`src/rtl/module_controle_if.sv`:
```
// Instruction/ALU bundle between the sequencer and its environment.
// The slave side is the sequencer; the master side issues instructions and returns ALU results.
interface module_controle_if;
    logic [17:0] instr;
    logic        instrValid;
    logic        instrReady;
    logic [2:0]  opcode;
    logic        sinalImm;
    logic [5:0]  Imm;
    logic [15:0] v1ULA;
    logic [15:0] v2ULA;
    logic [15:0] valorGuardarULA;
    logic [15:0] displayValor;
    logic        displayValid;
    logic        done;

    modport master (
        output instr, instrValid, valorGuardarULA,
        input  instrReady, opcode, sinalImm, Imm, v1ULA, v2ULA,
        input  displayValor, displayValid, done
    );

    modport slave (
        input  instr, instrValid, valorGuardarULA,
        output instrReady, opcode, sinalImm, Imm, v1ULA, v2ULA,
        output displayValor, displayValid, done
    );
endinterface

```
`src/rtl/module_controle.sv`:
```
// Instruction sequencer in front of the ALU: decodes, reads the 16x16 bank,
// waits ALU_LAT cycles, writes back; CLEAR and DISPLAY are handled locally.
module module_controle #(
    parameter int ALU_LAT = 1,
    parameter int NREG    = 16
) (
    input logic               clk,
    input logic               rst,
    module_controle_if.slave  ctrl_bus
);
    localparam logic [2:0] OP_MUL     = 3'b101;
    localparam logic [2:0] OP_CLEAR   = 3'b110;
    localparam logic [2:0] OP_DISPLAY = 3'b111;
    localparam logic [2:0] LAT        = 3'(ALU_LAT);

    typedef enum logic [2:0] {IDLE, EXEC, WB, CLR, DISP} state_t;

    state_t      state_q, state_d;
    logic [2:0]  cnt_q;
    logic [2:0]  op_q;
    logic        sinal_q;
    logic [5:0]  imm_q;
    logic [3:0]  dest_q;
    logic [15:0] v1_q, v2_q, disp_q;
    logic        done_q;
    logic [15:0] regs_q [NREG];

    logic [2:0] in_op;
    logic [3:0] in_dest, in_src1, in_src2;
    logic       accept;

    assign in_op   = ctrl_bus.instr[17:15];
    assign in_dest = ctrl_bus.instr[14:11];
    assign in_src1 = ctrl_bus.instr[10:7];
    assign in_src2 = ctrl_bus.instr[6:3];
    assign accept  = (state_q == IDLE) && ctrl_bus.instrValid;

    // State register
    always_ff @(posedge clk or posedge rst) begin
        if (rst) state_q <= IDLE;
        else     state_q <= state_d;
    end

    // Next-state logic
    always_comb begin
        state_d = state_q;
        case (state_q)
            IDLE: begin
                if (accept) begin
                    if (in_op == OP_CLEAR)        state_d = CLR;
                    else if (in_op == OP_DISPLAY) state_d = DISP;
                    else                          state_d = EXEC;
                end
            end
            EXEC:    if (cnt_q == LAT) state_d = WB;
            WB:      state_d = IDLE;
            CLR:     state_d = IDLE;
            DISP:    state_d = IDLE;
            default: state_d = IDLE;
        endcase
    end

    // Decode fields and operands are captured at accept and held for the ALU
    always_ff @(posedge clk or posedge rst) begin
        if (rst) begin
            cnt_q   <= '0;
            op_q    <= '0;
            sinal_q <= 1'b0;
            imm_q   <= '0;
            dest_q  <= '0;
            v1_q    <= '0;
            v2_q    <= '0;
            disp_q  <= '0;
            done_q  <= 1'b0;
        end else begin
            done_q <= (state_q == WB) || (state_q == CLR);
            case (state_q)
                IDLE: begin
                    if (accept) begin
                        op_q    <= in_op;
                        sinal_q <= ctrl_bus.instr[6];
                        imm_q   <= ctrl_bus.instr[5:0];
                        dest_q  <= in_dest;
                        cnt_q   <= '0;
                        if (in_op <= OP_MUL) begin
                            v1_q <= regs_q[in_src1];
                            v2_q <= regs_q[in_src2];
                        end
                        if (in_op == OP_DISPLAY) disp_q <= regs_q[in_dest];
                    end
                end
                EXEC:    cnt_q <= cnt_q + 3'd1;
                default: ;
            endcase
        end
    end

    // Register bank: operands above are read before this write lands
    always_ff @(posedge clk or posedge rst) begin
        if (rst) begin
            for (int i = 0; i < NREG; i++) regs_q[i] <= '0;
        end else if (state_q == CLR) begin
            for (int i = 0; i < NREG; i++) regs_q[i] <= '0;
        end else if (state_q == WB) begin
            regs_q[dest_q] <= ctrl_bus.valorGuardarULA;
        end
    end

    // Output logic
    always_comb begin
        ctrl_bus.instrReady   = (state_q == IDLE);
        ctrl_bus.displayValid = (state_q == DISP);
        ctrl_bus.done         = done_q || (state_q == DISP);
        ctrl_bus.opcode       = op_q;
        ctrl_bus.sinalImm     = sinal_q;
        ctrl_bus.Imm          = imm_q;
        ctrl_bus.v1ULA        = v1_q;
        ctrl_bus.v2ULA        = v2_q;
        ctrl_bus.displayValor = disp_q;
    end
endmodule

```
`src/flat_wrapper.sv`:
```
// flat-port wrapper written by rule: the top's interface ports become plain ports
module module_controle_flat 
#(
    parameter int ALU_LAT = 1,
    parameter int NREG    = 16
)
  (clk, rst, ctrl_bus_instr, ctrl_bus_instrValid, ctrl_bus_valorGuardarULA, ctrl_bus_instrReady, ctrl_bus_opcode, ctrl_bus_sinalImm, ctrl_bus_Imm, ctrl_bus_v1ULA, ctrl_bus_v2ULA, ctrl_bus_displayValor, ctrl_bus_displayValid, ctrl_bus_done);
  module_controle_if ctrl_bus_i ();
  input logic clk;
  input logic rst;
  input wire logic [$bits(ctrl_bus_i.instr)-1:0] ctrl_bus_instr;
  input wire logic [$bits(ctrl_bus_i.instrValid)-1:0] ctrl_bus_instrValid;
  input wire logic [$bits(ctrl_bus_i.valorGuardarULA)-1:0] ctrl_bus_valorGuardarULA;
  output wire logic [$bits(ctrl_bus_i.instrReady)-1:0] ctrl_bus_instrReady;
  output wire logic [$bits(ctrl_bus_i.opcode)-1:0] ctrl_bus_opcode;
  output wire logic [$bits(ctrl_bus_i.sinalImm)-1:0] ctrl_bus_sinalImm;
  output wire logic [$bits(ctrl_bus_i.Imm)-1:0] ctrl_bus_Imm;
  output wire logic [$bits(ctrl_bus_i.v1ULA)-1:0] ctrl_bus_v1ULA;
  output wire logic [$bits(ctrl_bus_i.v2ULA)-1:0] ctrl_bus_v2ULA;
  output wire logic [$bits(ctrl_bus_i.displayValor)-1:0] ctrl_bus_displayValor;
  output wire logic [$bits(ctrl_bus_i.displayValid)-1:0] ctrl_bus_displayValid;
  output wire logic [$bits(ctrl_bus_i.done)-1:0] ctrl_bus_done;
  assign ctrl_bus_i.instr = ctrl_bus_instr;
  assign ctrl_bus_i.instrValid = ctrl_bus_instrValid;
  assign ctrl_bus_i.valorGuardarULA = ctrl_bus_valorGuardarULA;
  assign ctrl_bus_instrReady = ctrl_bus_i.instrReady;
  assign ctrl_bus_opcode = ctrl_bus_i.opcode;
  assign ctrl_bus_sinalImm = ctrl_bus_i.sinalImm;
  assign ctrl_bus_Imm = ctrl_bus_i.Imm;
  assign ctrl_bus_v1ULA = ctrl_bus_i.v1ULA;
  assign ctrl_bus_v2ULA = ctrl_bus_i.v2ULA;
  assign ctrl_bus_displayValor = ctrl_bus_i.displayValor;
  assign ctrl_bus_displayValid = ctrl_bus_i.displayValid;
  assign ctrl_bus_done = ctrl_bus_i.done;
  module_controle #(.ALU_LAT(ALU_LAT), .NREG(NREG)) u_core (.clk(clk), .rst(rst), .ctrl_bus(ctrl_bus_i));
endmodule
```
`config.mk`:
```
export PLATFORM = sky130hd
export DESIGN_NAME = module_controle_flat
export DESIGN_NICKNAME = d
export VERILOG_FILES = /design/src/rtl/module_controle_if.sv /design/src/rtl/module_controle.sv /design/src/flat_wrapper.sv
export SDC_FILE = /design/constraint.sdc
export NUM_CORES = 1
export LEC_CHECK = 0
export CAP_MARGIN = 20
export CORE_MARGIN = 2
export CORE_UTILIZATION = 45
export DETAILED_ROUTE_END_ITERATION = 16
export PLACE_DENSITY_LB_ADDON = 0.25
export SLEW_MARGIN = 15
export SYNTH_ARGS = -nofsm -noshare
export SYNTH_HDL_FRONTEND = slang
export SYNTH_SLANG_ARGS = --single-unit
```
`constraint.sdc`:
```
create_clock -name clk -period 12.65 [get_ports clk]
set_input_delay 3.795 -clock clk [delete_from_list [all_inputs] [get_ports clk]]
set_output_delay 3.795 -clock clk [all_outputs]
set_load 0.05 [all_outputs]
```
== Word level (Yosys, flattened, before mapping) ==
Cells that the tools add are included.

* Register bits after elaboration: 325
* Input port bits: 37
* Output and inout port bits: 61
* Logic and storage cells: 79

* $add $sub $neg: 1
* $lt $le $gt $ge: 6
* Eq/ne operators: 9
* Mux-type cells: 21
* Bitwise gates (word level): 4
* Reductions and logical operators: 12

{| class="wikitable"
|+ Operators with widths
! operator !! number
|-
| 2-to-1 mux 256 bit || 2
|-
| bitwise mux 256 bit || 1
|-
| binary-select mux 16 bit (select 4 bit) || 3
|-
| 2-to-1 mux 16 bit || 7
|-
| demux 16 bit (select 4 bit) || 1
|-
| >= comparator 5 bit (second input constant) || 4
|-
| inverter 4 -> 5 bit || 4
|-
| 2-to-1 mux 3 bit || 5
|-
| one-hot mux 3 bit (2 select lines) || 2
|-
| == test 3 bit (second input constant) || 3
|-
| == test 3 x 1 -> 1 bit (second input constant) || 2
|-
| == test 3 x 2 -> 1 bit (second input constant) || 2
|-
| AND reduction 2 bit || 3
|-
| AND reduction 3 bit || 2
|-
| less-than comparator 5 x 1 -> 1 bit (second input constant) || 1
|-
| inequality test 2 x 1 -> 1 bit (second input constant) || 2
|-
| nonzero test 2 bit || 2
|-
| adder 3 x 1 -> 3 bit (second input constant) || 1
|-
| <= comparator 3 bit (second input constant) || 1
|-
| zero test 3 bit || 1
|-
| logical AND 1 bit || 2
|-
| logical OR 1 bit || 2
|}

== Logic depth before layout (Yosys ltp) ==
Gate-level depths: netlist (run 1).

* Word-level depth: 8
* Mapped depth: 8
* Gate-level depth less buffers: 5

== Worst setup path before layout (run 1) ==
Ideal clock, no wire load.

* Kind: register -> output
* Start: reg u_core.state_q[0]
* End: out ctrl_bus_done
* Data arrival time: 2.415 ns
* Data required time: 8.855 ns
* Path slack: 6.440 ns
* Stages on the path, launching flop included: 5
* Path buffers: 2
* Cell sequence: dfrtp_1 buf_2 buf_1 nor3b_1 or2_2

* Longest elaborated chain between the ends: 2

{| class="wikitable"
|+ RTL lines
! item !! RTL line !! source
|-
| start: declaration || module_controle.sv:18 || <nowiki>state_t state_q, state_d;</nowiki>
|-
| start signal: assignment || module_controle.sv:41 || <nowiki>else state_q <= state_d;</nowiki>
|-
| == test 3 bit || -- ||
|-
| named net ctrl_bus_displayValid || flat_wrapper.sv:21 || <nowiki>output wire logic [$bits(ctrl_bus_i.displayValid)-1:0] ctrl_bus_displayValid;</nowiki>
|-
| logical OR 1 bit || module_controle.sv:113 || <nowiki>ctrl_bus.done = done_q || (state_q == DISP);</nowiki>
|-
| end: declaration || flat_wrapper.sv:22 || <nowiki>output wire logic [$bits(ctrl_bus_i.done)-1:0] ctrl_bus_done;</nowiki>
|}

The timed path passes the listed nets, and every way through them passes these cells.

== Worst setup path after layout (run 1) ==
* Start: reg u_core.state_q[0]
* End: out ctrl_bus_done

* Longest elaborated chain between the ends: 2

{| class="wikitable"
|+ RTL lines
! item !! RTL line
|-
| == test 3 bit || module_controle.sv:113
|-
| logical OR 1 bit || module_controle.sv:113
|}

No other way between the ends.

==> impl_metrics.json, run 1 <==
{
  "tightest_slew_ps": 1130,
  "cts_resized": 0,
  "synth.avg_cell_area_um2": 10.4,
  "wl_per_cell_um": 28.6,
  "dp_hpwl_um": 44900,
  "highest_layer": "met5",
  "postCtsSetupBuffers": 0,
  "setup_viol": 0,
  "cts_made_buffers": 38,
  "grt_first_pass_wirelength_um": 106000,
  "wl_met2_um": 30900,
  "coreArea_mm2": 0.0429,
  "overflow": 0,
  "min_path_type": "register to register",
  "worst_skew_pair.late_latency_ps": 550,
  "antenna_found_initial": 1,
  "pwr-share-seq_pct": 37.0,
  "postRouteAntennaNets": 0,
  "seq_area_frac_synth_pct": 41.8,
  "synth_area_leader_cell": "dfrtp_1",
  "ir_worst_vdd_mv": 0.120,
  "drt_first_iter_violations": 2284,
  "ios": 98,
  "first_pass_iters": 5,
  "maxCapViolations": 0,
  "drv_slew": 0,
  "cts.sink_count": 325,
  "reg2reg_slack_ps": 8830,
  "synthFlopType": "dfrtp_1",
  "timing.critical_path.from": "u_core.state_q[0]$_DFFE_PP0P_",
  "drive_gt1_share_pct": 14.1,
  "cts_buffer_depth": 3,
  "seq_area_mm2": 0.00814,
  "final_nets": 1904,
  "switching_share_pct": 43.5,
  "status": "complete, no violations",
  "p_int_mw": 2.90,
  "routedLengthMet1_um": 29000,
  "clk_pin_slew_ps": 60,
  "hold_buffers": 0,
  "syn-instance-count": 1877,
  "required_ps": 8850,
  "p_leak_nw": 9.30,
  "fillers": 3770,
  "cts-htree-levels": 2,
  "wl_met3_um": 8150,
  "grt_max_degree": 173,
  "mostFrequentLayoutCell": "nand2_1",
  "min_period_ps": 6450,
  "ys_async_sr_fraction_pct": 100,
  "io_buffer_count": 97,
  "synth.distinct_cells": 52,
  "cts_tree": "done",
  "rows": 76,
  "maxClockFrequency_mhz": 155,
  "synth_warnings": 0,
  "rsz0062_at_grt": "false",
  "synthToLayoutAreaGrowth_pct": 12.3,
  "period_share_pct": 51.0,
  "die_area_mm2": 0.0449,
  "initial_core_util_pct": 45.4,
  "p_switching_mw": 2.23,
  "fp.dieH_um": 212,
  "globalplace.congestion": 0.954,
  "critPathMaxFanout": 60,
  "die_width_um": 212,
  "crit_end": "ctrl_bus_done",
  "synth_nets": 1916,
  "worst_r2r_endpoint": "u_core.regs_q[171]$_DFFE_PP0P_",
  "grt_pass1_vias": 15800,
  "final_core_util_pct": 50.9,
  "setup_tns_ps": 0,
  "root_buffer": "clkbuf_16",
  "drt-vias-per-instance": 6.80,
  "startpoint_type": "register",
  "crit_arrival_ps": 2650,
  "finalHoldViolCount": 0,
  "final_cell_mix": "nand2_1, dfrtp_1, a22oi_1",
  "drc": 0,
  "yosysTopAreaCellShare_pct": 41.8,
  "multi_input_area_mm2": 0.0104,
  "worstSetupPathType": "register to output pin",
  "synth_area_leaders": "dfrtp_1, mux4_2, a22oi_1",
  "grt_usage_pct": 31.5,
  "r2r_start": "u_core.state_q[2]$_DFFE_PP0P_",
  "diodes": 0,
  "clock_power_share_pct": 21.4,
  "ys_ff_latch": 325,
  "reg2regPathDepth": 7,
  "finalWirelength_um": 70900,
  "power.density_mw_per_mm2": 235,
  "syn_area_mm2": 0.0195,
  "critPathCaptureType": "output pin",
  "clock_skew_ps": 14.2,
  "relSlewSlack_pct": 24.3,
  "vias": 16900,
  "synth-edff-count": 0,
  "combPwrFrac_pct": 41.7
}
[routing by layer]
metal,vias up,GRT usage (%)
met5,-,0
met3,185,8.84
met2,1075,45.2
met4,2,12.6
li1,7043,-
met1,8555,44.9
[cell families (layout without fill, tap and decap cells)]
kind of cell / count (synthesis) / after routing / synth area share, %
AOI/OAI and AO/OA: 582 / 582 / 19.8
adders and majority gates: 2 / 2 / 0.129
buffers and inverters: 197 / 213 / 4.70
DFF: 325 / 325 / 41.8
muxes: 292 / 292 / 22.3
and+or+nand+nor: 479 / 479 / 11.3
[metrics by stage]
| stage | setup WS (ps) | hold WS [ps] | power (mW) | area (um2) | instances |
|---|---|---|---|---|---|
| floorplan | 4520 | 451 | 3.24 | 19500 | 1877 |
| finish | 6200 | 473 | 5.13 | 21800 | 2478 |
| global placement | 5960 | 459 | 3.92 | 20600 | 2407 |
| global route | 6140 | 500 | 5.37 | 21800 | 2478 |
| detailed placement | 5840 | 462 | 3.99 | 20600 | 2408 |
| CTS | 6180 | 476 | 5.08 | 21800 | 2476 |
[worst min-delay path by stage]
| stage | from | cells after the start | to |
|---|---|---|---|
| floorplan | u_core.cnt_q[2]$_DFFE_PP0P_ | 1 | u_core.cnt_q[2]$_DFFE_PP0P_ |
| CTS | u_core.ctrl_bus.Imm[3]$_DFFE_PP0P_ | 2 | u_core.ctrl_bus.Imm[3]$_DFFE_PP0P_ |
| global route | u_core.ctrl_bus.opcode[2]$_DFFE_PP0P_ | 2 | u_core.ctrl_bus.opcode[2]$_DFFE_PP0P_ |
| detailed placement | u_core.ctrl_bus.Imm[3]$_DFFE_PP0P_ | 2 | u_core.ctrl_bus.Imm[3]$_DFFE_PP0P_ |
| global placement | u_core.ctrl_bus.Imm[2]$_DFFE_PP0P_ | 2 | u_core.ctrl_bus.Imm[2]$_DFFE_PP0P_ |
| finish | u_core.ctrl_bus.Imm[2]$_DFFE_PP0P_ | 2 | u_core.ctrl_bus.Imm[2]$_DFFE_PP0P_ |
[area by class of cell]
type                    instances  share of cell area (%)
multi-input cells            1355                    47.8
flip-flops and latches        325                    37.2
repair buffers                138                    5.87
clock buffers                  60                    5.24
well taps                     585                    3.35
clock inverters                 8                   0.338
inverters                       7                   0.137
[registers in the layout, indices dropped and copies added, names as in the netlist, 4 cells and up]
register and cells:
u_core.regs_q 256, u_core.ctrl_bus.displayValor 16, u_core.dest_q 4, u_core.ctrl_bus.v1ULA 16, u_core.ctrl_bus.v2ULA 16, u_core.ctrl_bus.Imm 6
[power by group through the flow]
stage	Sequential [mW]	Clock [mW]	Combinational, mW
2_1_floorplan	1.99	0	1.24
3_3_place_gp	1.86	0	2.06
3_5_place_dp	1.88	0	2.11
4_1_cts	1.87	1.11	2.11
5_1_grt	1.93	1.15	2.29
6_report	1.90	1.10	2.14
[Yosys cell counts, drive strengths merged, types with 9 or more instances]
library cell	number
a32oi	32
or2	12
a22oi	251
nand2b	10
dfrtp	325
nand2	370
mux4	112
mux2i	171
a22o	15
a31oi	15
buf	91
mux2	9
o21ai	234
nor2	37
clkbuf	99
o2bb2ai	15
[critical path: stages (launching register included)]
cell and delay, ps:
dfrtp_4 950, nor3b_1 150, or2_2 310, clkdlybuf4s50_1 700
No activity file was read; power rests on OpenSTA's default activity.
==> run 2, diff against run 1 <==
==> constraint.sdc (replaced) <==
create_clock -name clk -period 5.5 [get_ports clk]
set_input_delay 1.65 -clock clk [delete_from_list [all_inputs] [get_ports clk]]
set_output_delay 1.65 -clock clk [all_outputs]
set_load 0.05 [all_outputs]
==> impl_metrics.json, run 2 (same netlist as run 1, synthesis figures left out) <==
{
  "status": "complete, no violations",
  "overflow": 0,
  "dp_cells": 2411,
  "drive_gt1_share_pct": 14.4,
  "worst_r2r_endpoint": "u_core.regs_q[29]$_DFFE_PP0P_",
  "largest_reg_flops": 256,
  "final_nets": 1907,
  "worst_skew_pair.late_latency_ps": 580,
  "root_buffer": "clkbuf_16",
  "cts.sink_count": 325,
  "layout.cells.non_filler": 2483,
  "dp_slack_ps": 1370,
  "cts_resized": 0,
  "drt-vias-per-instance": 6.70,
  "fillers": 3744,
  "antenna_found_initial": 1,
  "io_buffer_count": 97,
  "drc": 0,
  "worstSetupPathType": "register to output pin",
  "clk_pin_slew_ps": 60,
  "holdPathEnd": "u_core.ctrl_bus.Imm[5]$_DFFE_PP0P_",
  "initial_core_util_pct": 45.4,
  "coreArea_mm2": 0.0429,
  "p_leak_nw": 9.37,
  "die_width_um": 212,
  "first_pass_iters": 6,
  "ios": 98,
  "cts-htree-levels": 2,
  "ir_worst_vdd_mv": 0.259,
  "cts_buffer_depth": 3,
  "fin_area_mm2": 0.0220,
  "fp.dieH_um": 212,
  "top_register": "u_core.regs_q",
  "finalWirelength_um": 70100,
  "crit_arrival_ps": 2680,
  "reg2regPathDepth": 4,
  "grt_usage_pct": 31.4,
  "rsz0062_at_grt": "false",
  "tightest_slew_ps": 1090,
  "synthToLayoutAreaGrowth_pct": 13.1,
  "postCtsSetupBuffers": 0,
  "wl_met2_um": 31200,
  "final_cell_mix": "nand2_1, dfrtp_1, a22oi_1",
  "dp_hpwl_um": 45900,
  "vias": 16600,
  "relSlewSlack_pct": 27.6,
  "grt_pass1_vias": 15700,
  "die_area_mm2": 0.0449,
  "grt_max_degree": 115,
  "drt_first_iter_violations": 2525,
  "finalHoldViolCount": 0,
  "cts_made_buffers": 39,
  "required_ps": 3850,
  "maxCapViolations": 0,
  "final_core_util_pct": 51.3,
  "globalplace.congestion": 0.986,
  "postRouteAntennaNets": 0,
  "place_area_mm2": 0.0207,
  "critPathCaptureType": "output pin",
  "highest_layer": "met4",
  "routedLengthMet1_um": 29300,
  "final.setup.worst_slack_ps": 1170,
  "rows": 76,
  "min_path_type": "register to register",
  "cts_tree": "done",
  "hold_buffers": 0,
  "critPathMaxFanout": 61,
  "reg2reg_slack_ps": 2140,
  "min_from": "u_core.ctrl_bus.Imm[5]$_DFFE_PP0P_",
  "startpoint_type": "register",
  "wl_met3_um": 7600,
  "period_share_pct": 78.6,
  "min_period_ps": 4330,
  "clock_skew_ps": 14.0,
  "grt_first_pass_wirelength_um": 105000,
  "setup_viol": 0,
  "power.density_mw_per_mm2": 543,
  "mostFrequentLayoutCell": "nand2_1",
  "worstHoldPathCells": 2,
  "maxClockFrequency_mhz": 231,
  "drv_slew": 0,
  "r2r_start": "u_core.state_q[0]$_DFFE_PP0P_",
  "setup_tns_ps": 0,
  "wl_per_cell_um": 28.2
}
run 2: changes by cell type in the layout (fill, tap and decap cells not counted), sizes merged:
cell	change
clkinv	+2
clkinvlp	+1
buf	+2
clkbuf	-2
diode	+1
bufinv	+1
run 2: final cells by class:
cell class | instances | area [um2] | share of cell area [%]
sequential | 325 | 8140 | 37.0
multi-input combinational | 1355 | 10400 | 47.5
antenna | 1 | 2.50 | 0.0114
inverter | 7 | 30.0 | 0.136
clock inverter | 12 | 133 | 0.603
tap | 585 | 732 | 3.33
timing repair buffer | 140 | 1350 | 6.14
clock buffer | 58 | 1170 | 5.31
run 2: where the power goes:
group          leakage (nW)  total [mW]  internal (mW)  switching [mW]
Sequential             3.71        4.37           3.23            1.14
Clock                 0.634        2.68           1.57            1.12
Combinational          5.03        4.91           1.97            2.94
run 2: worst max-delay path by stage:
stage,start,end,slack (ps)
2_1_floorplan,rst,u_core.cnt_q[0]$_DFFE_PP0P_,-490
4_1_cts,u_core.state_q[0]$_DFFE_PP0P_,ctrl_bus_done,1170
3_5_place_dp,ctrl_bus_instrValid,u_core.ctrl_bus.v2ULA[0]$_DFFE_PP0P_,1370
6_report,u_core.state_q[0]$_DFFE_PP0P_,ctrl_bus_done,1170
5_1_grt,u_core.state_q[0]$_DFFE_PP0P_,ctrl_bus_done,1120
3_3_place_gp,ctrl_bus_instrValid,u_core.ctrl_bus.v2ULA[0]$_DFFE_PP0P_,1400
run 2: critical path, stage by stage (launching register included):
cell and delay, ps:
dfrtp_4 950, nor3b_1 150, or2_2 300, clkdlybuf4s50_1 700
run 2: through the flow:
stage,hold WS (ps),power (mW)
6_report,479,12.0
5_1_grt,508,12.5
4_1_cts,478,11.8
3_5_place_dp,463,9.16
3_3_place_gp,465,9.02
2_1_floorplan,451,7.44
run 2: per-layer routing:
layer,vias up,track usage (%)
met5,-,0
met2,999,46.2
met4,0,10.2
met1,8464,45.8
li1,7060,-
met3,117,7.55
